File: src/rtl/ext_mem_reader.sv
// ext_mem_reader
//   Fetches one 8x4 pixel tile (two horizontally adjacent 4x4 blocks) from the
//   external frame store via ext_mem_hub as four 2-word bursts, one per row,
//   then presents the left and right blocks on two consecutive valid pulses.
// Ports:
//   clk, rst_n            clock, asynchronous active-low reset
//   ena                   global enable; gates state advance (not word capture)
//   start                 request pulse, sampled in IDLE only
//   pic_num_2to0          frame-store slot
//   pic_width_in_mbs      picture width in MBs
//   pic_height_in_map_units picture height in MBs
//   comp                  0 luma, 1 cb, 2/3 cr
//   tile_x, tile_y        tile column (8 px units), tile row (4 row units)
//   busy                  high from accepted start through last output cycle
//   out_valid, out_blk    output pulse, 0 = left block / 1 = right block
//   out_0..out_15         block pixels, raster order
//   ext_mem_reader_*      hub burst request / read-return interface
`ifndef EXT_BUF_MEM_ADDR_WIDTH
`define EXT_BUF_MEM_ADDR_WIDTH 32
`endif
`ifndef MB_X_BITS
`define MB_X_BITS 8
`endif
`ifndef MB_Y_BITS
`define MB_Y_BITS 8
`endif

module ext_mem_reader (
  input  logic                               clk,
  input  logic                               rst_n,
  input  logic                               ena,
  input  logic                               start,
  input  logic [2:0]                         pic_num_2to0,
  input  logic [`MB_X_BITS-1:0]              pic_width_in_mbs,
  input  logic [`MB_Y_BITS-1:0]              pic_height_in_map_units,
  input  logic [1:0]                         comp,
  input  logic [`MB_X_BITS:0]                tile_x,
  input  logic [`MB_Y_BITS+1:0]              tile_y,
  output logic                               busy,
  output logic                               out_valid,
  output logic                               out_blk,
  output logic [7:0]                         out_0,
  output logic [7:0]                         out_1,
  output logic [7:0]                         out_2,
  output logic [7:0]                         out_3,
  output logic [7:0]                         out_4,
  output logic [7:0]                         out_5,
  output logic [7:0]                         out_6,
  output logic [7:0]                         out_7,
  output logic [7:0]                         out_8,
  output logic [7:0]                         out_9,
  output logic [7:0]                         out_10,
  output logic [7:0]                         out_11,
  output logic [7:0]                         out_12,
  output logic [7:0]                         out_13,
  output logic [7:0]                         out_14,
  output logic [7:0]                         out_15,
  output logic                               ext_mem_reader_burst,
  output logic [4:0]                         ext_mem_reader_burst_len_minus1,
  input  logic                               ext_mem_reader_ready,
  output logic [`EXT_BUF_MEM_ADDR_WIDTH-1:0] ext_mem_reader_addr,
  input  logic [31:0]                        ext_mem_reader_rd_data,
  input  logic                               ext_mem_reader_rd_valid
);

  localparam int AW = `EXT_BUF_MEM_ADDR_WIDTH;

  typedef enum logic [2:0] {IDLE, REQ, WAIT, OUT0, OUT1} state_t;

  state_t          state_q, state_d;
  logic [1:0]      row_q, row_d;
  logic [1:0]      beat_q, beat_d;     // words captured for current row (saturates at 2)
  logic [AW-1:0]   base_q, base_d;
  logic [AW-1:0]   stride_q, stride_d;
  logic [127:0]    left_q, left_d;     // word r of a block at [32r +: 32]
  logic [127:0]    right_q, right_d;
  logic [127:0]    pix_q, pix_d;

  // Address map for the request currently on the inputs
  logic [AW-1:0] w_a, h_a, wh, pic_a, base_c, stride_c, tile_base_c;

  always_comb begin
    w_a   = AW'(pic_width_in_mbs);
    h_a   = AW'(pic_height_in_map_units);
    pic_a = AW'(pic_num_2to0);
    wh    = w_a * h_a;
    base_c   = pic_a * (wh * AW'(384));
    stride_c = w_a << 3;
    case (comp)
      2'd0:    begin base_c = base_c;                   stride_c = w_a << 4; end
      2'd1:    base_c = base_c + wh * AW'(256);
      default: base_c = base_c + wh * AW'(320);
    endcase
    tile_base_c = base_c + ((AW'(tile_y) * stride_c) << 2) + (AW'(tile_x) << 3);
  end

  always_ff @(posedge clk or negedge rst_n) begin
    if (!rst_n) begin
      state_q  <= IDLE;
      row_q    <= '0;
      beat_q   <= '0;
      base_q   <= '0;
      stride_q <= '0;
      left_q   <= '0;
      right_q  <= '0;
      pix_q    <= '0;
    end else begin
      state_q  <= state_d;
      row_q    <= row_d;
      beat_q   <= beat_d;
      base_q   <= base_d;
      stride_q <= stride_d;
      left_q   <= left_d;
      right_q  <= right_d;
      pix_q    <= pix_d;
    end
  end

  always_comb begin
    state_d  = state_q;
    row_d    = row_q;
    beat_d   = beat_q;
    base_d   = base_q;
    stride_d = stride_q;
    left_d   = left_q;
    right_d  = right_q;
    pix_d    = pix_q;

    // Word capture runs regardless of ena so returning beats are never lost
    if (state_q == WAIT && ext_mem_reader_rd_valid && beat_q != 2'd2) begin
      if (beat_q == 2'd0) left_d[{row_q, 5'b0} +: 32]  = ext_mem_reader_rd_data;
      else                right_d[{row_q, 5'b0} +: 32] = ext_mem_reader_rd_data;
      beat_d = beat_q + 2'd1;
    end

    case (state_q)
      IDLE: if (start && ena) begin
        state_d  = REQ;
        row_d    = '0;
        base_d   = tile_base_c;
        stride_d = stride_c;
      end
      REQ: if (ena && ext_mem_reader_ready) begin
        state_d = WAIT;
        beat_d  = '0;
      end
      // Leave on the cycle beat 1 arrives, or later if ena held us after both beats
      WAIT: if (ena && (beat_q == 2'd2 || (ext_mem_reader_rd_valid && beat_q == 2'd1))) begin
        if (row_q == 2'd3) begin
          state_d = OUT0;
          pix_d   = left_q;
        end else begin
          state_d = REQ;
          row_d   = row_q + 2'd1;
        end
      end
      OUT0: if (ena) begin
        state_d = OUT1;
        pix_d   = right_q;
      end
      OUT1: if (ena) state_d = IDLE;
      default: state_d = IDLE;
    endcase
  end

  // A frozen output state must not repeat its pulse, hence the ena gating
  assign busy      = (state_q != IDLE);
  assign out_valid = ena && (state_q == OUT0 || state_q == OUT1);
  assign out_blk   = ena && (state_q == OUT1);

  assign ext_mem_reader_burst            = (state_q == REQ);
  assign ext_mem_reader_burst_len_minus1 = (state_q == REQ) ? 5'd1 : 5'd0;
  assign ext_mem_reader_addr             = (state_q == REQ) ? base_q + stride_q * AW'(row_q) : '0;

  assign out_0  = pix_q[7:0];
  assign out_1  = pix_q[15:8];
  assign out_2  = pix_q[23:16];
  assign out_3  = pix_q[31:24];
  assign out_4  = pix_q[39:32];
  assign out_5  = pix_q[47:40];
  assign out_6  = pix_q[55:48];
  assign out_7  = pix_q[63:56];
  assign out_8  = pix_q[71:64];
  assign out_9  = pix_q[79:72];
  assign out_10 = pix_q[87:80];
  assign out_11 = pix_q[95:88];
  assign out_12 = pix_q[103:96];
  assign out_13 = pix_q[111:104];
  assign out_14 = pix_q[119:112];
  assign out_15 = pix_q[127:120];

endmodule

File: config.mk
export PLATFORM = sky130hd
export DESIGN_NAME = ext_mem_reader
export DESIGN_NICKNAME = d
export VERILOG_FILES = /design/src/rtl/ext_mem_reader.sv
export SDC_FILE = /design/constraint.sdc
export NUM_CORES = 1
export LEC_CHECK = 0
export ABC_AREA = 1
export CAP_MARGIN = 40
export CORE_MARGIN = 2
export CORE_UTILIZATION = 65
export CTS_CLUSTER_SIZE = 30
export DETAILED_ROUTE_END_ITERATION = 8
export HOLD_SLACK_MARGIN = 0.15
export PLACE_DENSITY = 0.95
export SYNTH_ARGS = -nofsm -noshare
export SYNTH_HDL_FRONTEND = slang
export SYNTH_SLANG_ARGS = --single-unit
File: constraint.sdc
create_clock -name clk -period 9.25 [get_ports clk]
set_input_delay 2.775 -clock clk [delete_from_list [all_inputs] [get_ports clk]]
set_output_delay 2.775 -clock clk [all_outputs]
set_load 0.02 [all_outputs]
==> run_results.csv, run 1 <==
group,metric,value,unit
run_status,status,"aborted with a tool error",
run_status,failed_stage,"5_1_grt",
run_status,stop_error,"[ERROR GRT-0116] Global routing finished with congestion. Check the congestion regions in the DRC Viewer.",
logic_synthesis,yosys.area.top_type,"dfrtp_1",
placed_design,gp_congestion,0.942,
global_routing,grt_max_degree,257,
logic_synthesis,avgSynthCellArea,8.53,um^2
global_routing,grt-ovfl-total,166,
logic_synthesis,netlist_area,30800,um^2
logic_synthesis,synthFlopType,"dfrtp_1",
logic_synthesis,yosys.area.top_type_share,34.7,%
floorplanning,rows,79,
cts,postCtsHoldBufs,0,
cts,cts_buffers,42,
floorplanning,ios,247,
global_routing,grt_pass1_wl,267000,um
logic_synthesis,yosysSeqAreaShare,34.7,%
cts,clock_path_buffers,3,
cts,ctsHtreeMaxLevel,2,
placed_design,port_buffers,238,
logic_synthesis,syn_inst,3607,
logic_synthesis,synth_edf_count,0,
placed_design,place_area,37300,um^2
logic_synthesis,async_flop_share,100,%
global_routing,grt_pass1_vias,40767,
logic_synthesis,synth_area_leaders,"dfrtp_1, ha_1, nand2_1, mux2_2, fa_1",
cts,cts-root-buf,"clkbuf_16",
logic_synthesis,ys_ff_latch,427,
placed_design,dp_slack,-3.02,ns
floorplanning,die_h,222,um
placed_design,dp_hpwl,76200,um
logic_synthesis,ys_types,53,
logic_synthesis,yosys_warnings,0,
cts,cts_sinks,427,
global_routing,grt_usage,72.1,%
floorplanning,die_x,222,um
floorplanning,start_util,66.0,%
==> metrics by stage <==
step	std cells	TNS [ns]	hold slack, ns
floorplan	3614	-15.82	0.448
global placement	4715	-35.18	0.466
detailed placement	4724	-41.80	0.478
CTS	4887	-20.44	0.491
==> timing repair <==
action	4_1_cts
endpoints found under the setup margin	18
pin swaps	134
resized for setup	301
hold endpoints to repair	0
gates cloned	0
setup buffers	92
==> cell usage after synthesis, drive strengths merged, types with 6 or more instances <==
| master | instances |
|---|---|
| nand2 | 790 |
| inv | 496 |
| dfrtp | 427 |
| nor2 | 356 |
| mux2 | 256 |
| ha | 238 |
| a21oi | 148 |
| a31oi | 143 |
| fa | 127 |
| o21ai | 109 |
| clkbuf | 97 |
| nor3 | 87 |
| nand3 | 86 |
| xor2 | 61 |
| buf | 57 |
| xnor2 | 33 |
| o21bai | 19 |
| nand4 | 16 |
| o211ai | 9 |
| o22ai | 8 |
| o221ai | 6 |
==> cell families after synthesis <==
group	Yosys count	synth area share, %
xor+xnor	94	2.83
buf+inv	654	8.35
other cells	1	0.0122
compound gates	462	8.76
mux	256	9.37
fa+ha+maj	365	17.9
flops	427	34.7
simple gates	1348	18.0
==> routing by layer <==
| layer | GRT overflow | GRT usage, % |
|---|---|---|
| met1 | 4 | 69.6 |
| met2 | 86 | 89.0 |
| met3 | 5 | 57.2 |
| met4 | 68 | 76.9 |
| met5 | 3 | 26.1 |
==> run 2: changes to the inputs <==
- CORE_UTILIZATION: 65 -> 40
- CTS_CLUSTER_SIZE: 30 -> unset
- HOLD_SLACK_MARGIN: 0.15 -> unset
- PLACE_DENSITY: 0.95 -> unset
- PLACE_DENSITY_LB_ADDON: unset -> 0.15
==> run_results.csv, run 2 <==
group,metric,value,unit
run_status,status,"finished with violations",
run_status,violations,"negative setup slack",
detailed_routing,drtPass1Iterations,5,
logic_synthesis,ys_types,53,
logic_synthesis,yosys_warnings,0,
global_routing,antenna_found_initial,0,
cts,cts_sinks,427,
job,maxCapViolCount,0,
floorplanning,die_x,281,um
placed_design,dp_hpwl,66600,um
logic_synthesis,netlist_area,30800,um^2
layout,fin_area,41900,um^2
critical_path,slowest_stage,"fa_1",
logic_synthesis,synth-simple-area-share,18.0,%
timing,whs,0.481,ns
timing,relSlewSlack,33.5,%
logic_synthesis,synth_compound_area_share,8.76,%
critical_path,start_kind,"input pin",
layout,nNetsFinal,4711,
global_routing,grt_max_degree,182,
layout,diodes,0,
timing,finalMaxSlewViolations,0,
layout,reg.largest.list,"left_q x128, pix_q x128, right_q x128",
logic_synthesis,yosysSeqAreaShare,34.7,%
detailed_routing,vias_per_cell,4.88,
logic_synthesis,ys_ff_latch,427,
timing,rsz0062_at_grt,"yes",
logic_synthesis,synth_area_leaders,"dfrtp_1, ha_1, nand2_1, mux2_2, fa_1",
detailed_routing,drtAntennaViolNets,0,
floorplanning,rows,101,
floorplanning,dieArea,79200,um^2
layout,fin_util,55.0,%
logic_synthesis,yosys.area.top_type,"dfrtp_1",
logic_synthesis,ys_top_cells_by_count,"nand2_1, inv_1, dfrtp_1",
layout,drive_gt1_share,29.2,%
placed_design,port_buffers,238,
detailed_routing,drc,0,
layout,final_common_cell,"nand2_1",
cts,cts_buffers,46,
global_routing,grt_pass1_wl,140000,um
cts,ctsHtreeMaxLevel,2,
cts,clkTransAtPathRegs,0.06,ns
critical_path,max_stage_delay,0.52,ns
timing,max_freq,92.5,MHz
detailed_routing,vias,26023,
global_routing,grt_pass1_vias,26131,
cts,clk_latency,0.58,ns
critical_path,crit_fanout,5,
logic_synthesis,syn_inst,3607,
logic_synthesis,avgSynthCellArea,8.53,um^2
logic_synthesis,synth_mux_area_share,9.37,%
floorplanning,die_h,281,um
layout,area_delta_synth_final,36.1,%
hold_path,holdCritPathClass,"register to register",
logic_synthesis,yosysMostFrequentCell,"nand2_1",
floorplanning,start_util,40.5,%
critical_path,rrSetupSlack,5.27,ns
detailed_routing,drt_first_iter_violations,1281,
detailed_routing,routedWlPerCell,16.5,um
timing,setup_viol,16,
logic_synthesis,synthFlopType,"dfrtp_1",
cts,cts_tree,"done",
placed_design,place_area,38300,um^2
logic_synthesis,synthAdderAreaFrac,17.9,%
logic_synthesis,synth_top_family_by_area,"simple AND/OR/NAND/NOR gates",
cts,cts-root-buf,"clkbuf_16",
floorplanning,ios,247,
timing,clock_skew,0.0292,ns
critical_path,crit_type,"input pin to register",
detailed_routing,wl,88100,um
cts,postCtsHoldBufs,0,
logic_synthesis,async_flop_share,100,%
critical_path,worst_setup_path_end_kind,"register",
timing,finalCriticalPeriod,10.81,ns
logic_synthesis,yosys.area.top_type_share,34.7,%
placed_design,gp_congestion,0.880,
timing,finalHoldViolCount,0,
global_routing,grt-ovfl-total,0,
timing,tightest_slew,0.997,ns
layout,final_cell_mix,"nand2_1, buf_4, inv_1",
floorplanning,coreArea,76100,um^2
global_routing,grt_usage,22.3,%
logic_synthesis,synthXorXnorAreaFrac,2.83,%
critical_path,arrival,11.28,ns
timing,fin_crit_sh,117,%
logic_synthesis,synth_edf_count,0,
cts,clock_path_buffers,3,
timing,worst_slack,-1.56,ns
critical_path,cp_data_required_time,9.72,ns
timing,finalSetupTns,-16.73,ns
-- run 2: stage by stage --
step	setup WS [ns]	std cells
after CTS	-1.65	5313
after detailed placement	-2.84	5199
after floorplan	-1.82	3614
final	-1.56	5335
after global placement	-2.67	5188
after global routing	-2.08	5335
-- run 2: worst max-delay path: cells and delay by family --
family          cells  cell delay (ns)
compound gates     10             1.66
simple gates       16             1.49
xor+xnor            4             0.70
fa+ha+maj          11             3.84
buf+inv            10             0.79
-- run 2: final cells by class --
type	instances	area, um^2
Clock buffer	68	1370
Tap cell	1030	1290
Sequential cell	427	10700
Multi-Input combinational cell	2533	19700
Fill cell	7050	34200
Inverter	500	1880
Clock inverter	17	225
Timing Repair Buffer	760	6680
-- run 2: worst paths after layout --
kind                                              from  depth (start not counted)                      to
worst max-delay path               pic_width_in_mbs[0]                         51  base_q[26]$_DFFE_PN0P_
worst min-delay path            base_q[11]$_DFFE_PN0P_                          2  base_q[11]$_DFFE_PN0P_
worst max register to register  state_q[1]$_DFFE_PN0P_                          8   pix_q[90]$_DFFE_PN0P_
worst min register to register  base_q[11]$_DFFE_PN0P_                          2  base_q[11]$_DFFE_PN0P_
max in group asynchronous                        rst_n                          2    row_q[0]$_DFFE_PN0P_
min in group asynchronous                        rst_n                          1   pix_q[70]$_DFFE_PN0P_
-- run 2: cells by family after synthesis --
logic type / count (synthesis)
flops: 427
fa+ha+maj: 365
mux: 256
compound gates: 462
buf+inv: 654
xor+xnor: 94
simple gates: 1348
other cells: 1
-- run 2: per-layer routing --
metal / wire, um / GRT usage, % / share of wire [%]
met5: 0 / 0 / 0
met4: 2500 / 6.33 / 2.8
met3: 2510 / 2.08 / 2.8
met2: 45200 / 40.7 / 51
met1: 37800 / 27.8 / 43
-- run 2: what timing repair did --
action	in CTS	in global routing
pin swaps	121	140
setup buffers	30	26
endpoints found under the setup margin	18	18
resized for setup	248	162
Power of run 2 is left out: the tool's default activity adds up to more than one toggle a clock period on the data nets, which glitch-free logic cannot reach.
==> run 3: changes to the inputs <==
- CAP_MARGIN: 40 -> 20
==> run_results.csv, run 3 (same netlist as run 2, synthesis figures left out) <==
group,metric,value,unit
floorplanning,dieArea,79200,um^2
floorplanning,start_util,40.5,%
timing,rsz0062_at_grt,"yes",
cts,cts_tree,"done",
detailed_routing,drc,0,
detailed_routing,vias_per_cell,4.89,
layout,fillers,7006,
cts,clock_path_buffers,3,
global_routing,top_usage_layer,"met2",
layout,drive_gt1_share,29.8,%
cts,cts-root-buf,"clkbuf_16",
cts,postCtsHoldBufs,0,
global_routing,grt-ovfl-total,0,
floorplanning,coreArea,76100,um^2
timing,clock_skew,0.0177,ns
timing,finalSetupTns,-17.22,ns
critical_path,cp_data_required_time,9.72,ns
cts,cts_buffers,46,
run_status,violations,"negative setup slack",
detailed_routing,drt_first_iter_violations,1155,
layout,multi_input_area,19800,um^2
cts,clk_latency,0.58,ns
cts,ctsHtreeMaxLevel,2,
timing,setup_viol,16,
detailed_routing,vias,26166,
layout,regArea,10700,um^2
layout,area_delta_synth_final,36.4,%
placed_design,gp_congestion,0.880,
global_routing,met3_usage,2.27,%
placed_design,dp_hpwl,65400,um
detailed_routing,drtAntennaViolNets,0,
detailed_routing,wl,88200,um
floorplanning,die_h,281,um
global_routing,grt_pass1_wl,141000,um
layout,diodes,0,
timing,max_freq,92.2,MHz
timing,tightest_slew,1.03,ns
global_routing,grt_max_degree,182,
critical_path,arrival,11.32,ns
layout,final_cell_mix,"nand2_1, buf_4, inv_1",
global_routing,gr-usage-met1,28.0,%
detailed_routing,drtPass1Iterations,7,
timing,finalCriticalPeriod,10.85,ns
run_status,status,"finished with violations",
job,maxCapViolCount,0,
critical_path,worst_setup_path_end_kind,"register",
critical_path,slowest_stage,"fa_1",
critical_path,start_kind,"input pin",
layout,final_common_cell,"nand2_1",
critical_path,max_stage_delay,0.53,ns
detailed_routing,routedWlPerCell,16.5,um
floorplanning,die_x,281,um
global_routing,grt_pass1_vias,26060,
critical_path,crit_fanout,4,
layout,nNetsFinal,4729,
placed_design,port_buffers,238,
timing,finalHoldViolCount,0,
global_routing,grt_usage,22.3,%
timing,finalMaxSlewViolations,0,
cts,cts_sinks,427,
timing,relSlewSlack,31.4,%
layout,reg.largest.list,"left_q x128, pix_q x128, right_q x128",
timing,fin_crit_sh,117,%
hold_path,holdCritPathClass,"register to register",
floorplanning,rows,101,
cts,clkTransAtPathRegs,0.06,ns
critical_path,crit_type,"input pin to register",
global_routing,use_met2,40.8,%
timing,worst_slack,-1.60,ns
global_routing,antenna_found_initial,0,
floorplanning,ios,247,
==> run 3: worst paths after layout <==
check	from	end	slack, ns	cells after the start
min	base_q[11]$_DFFE_PN0P_	base_q[11]$_DFFE_PN0P_	0.48	2
max in group asynchronous	rst_n	right_q[30]$_DFFE_PN0P_	5.59	2
min in group asynchronous	rst_n	pix_q[72]$_DFFE_PN0P_	2.23	1
max reg2reg	state_q[1]$_DFFE_PN0P_	pix_q[37]$_DFFE_PN0P_	5.21	9
max	pic_width_in_mbs[1]	base_q[26]$_DFFE_PN0P_	-1.60	48
min reg2reg	base_q[11]$_DFFE_PN0P_	base_q[11]$_DFFE_PN0P_	0.48	2
==> run 3: repair_timing <==
item / 4_1_cts / 5_1_grt
buffers inserted: 54 / 25
gates resized for setup: 277 / 140
pin swaps: 132 / 130
setup endpoints to repair: 18 / 18
==> run 3: per-stage QoR <==
step | worst slack, ns | util (%) | cells | hold slack (ns) | cell area (um^2)
finish | -1.60 | 55.2 | 5351 | 0.479 | 42000
floorplan | -1.82 | - | 3614 | 0.448 | 31700
global route | -2.03 | 55.2 | 5351 | 0.510 | 42000
CTS | -1.69 | 54.1 | 5322 | 0.488 | 41200
global placement | -2.67 | 50.0 | 5188 | 0.469 | 38100
detailed placement | -2.86 | 50.0 | 5188 | 0.474 | 38100
==> run 3: layout make-up <==
type	instances	area share [%]
flip-flops and latches	427	25.5
inverters	500	4.48
clock inverters	18	0.587
clock buffers	65	3.23
multi-input cells	2533	47.1
repair buffers	778	16.1
well taps	1030	3.07
==> run 3: critical path, delay by kind of cell <==
| kind | cells | cell delay (ns) |
|---|---|---|
| AOI/OAI and AO/OA | 9 | 1.67 |
| xor gates and xnor gates | 2 | 0.33 |
| adders and majority gates | 11 | 4.07 |
| buffers and inverters | 12 | 1.05 |
| and+or+nand+nor | 14 | 1.42 |
==> run 3: layer usage <==
layer	vias up	part of all wire, %
li1	13047	-
met1	12628	44
met2	377	51
met3	114	2.9
met4	0	2.6
met5	-	0
Power of run 3 is left out for the same reason.
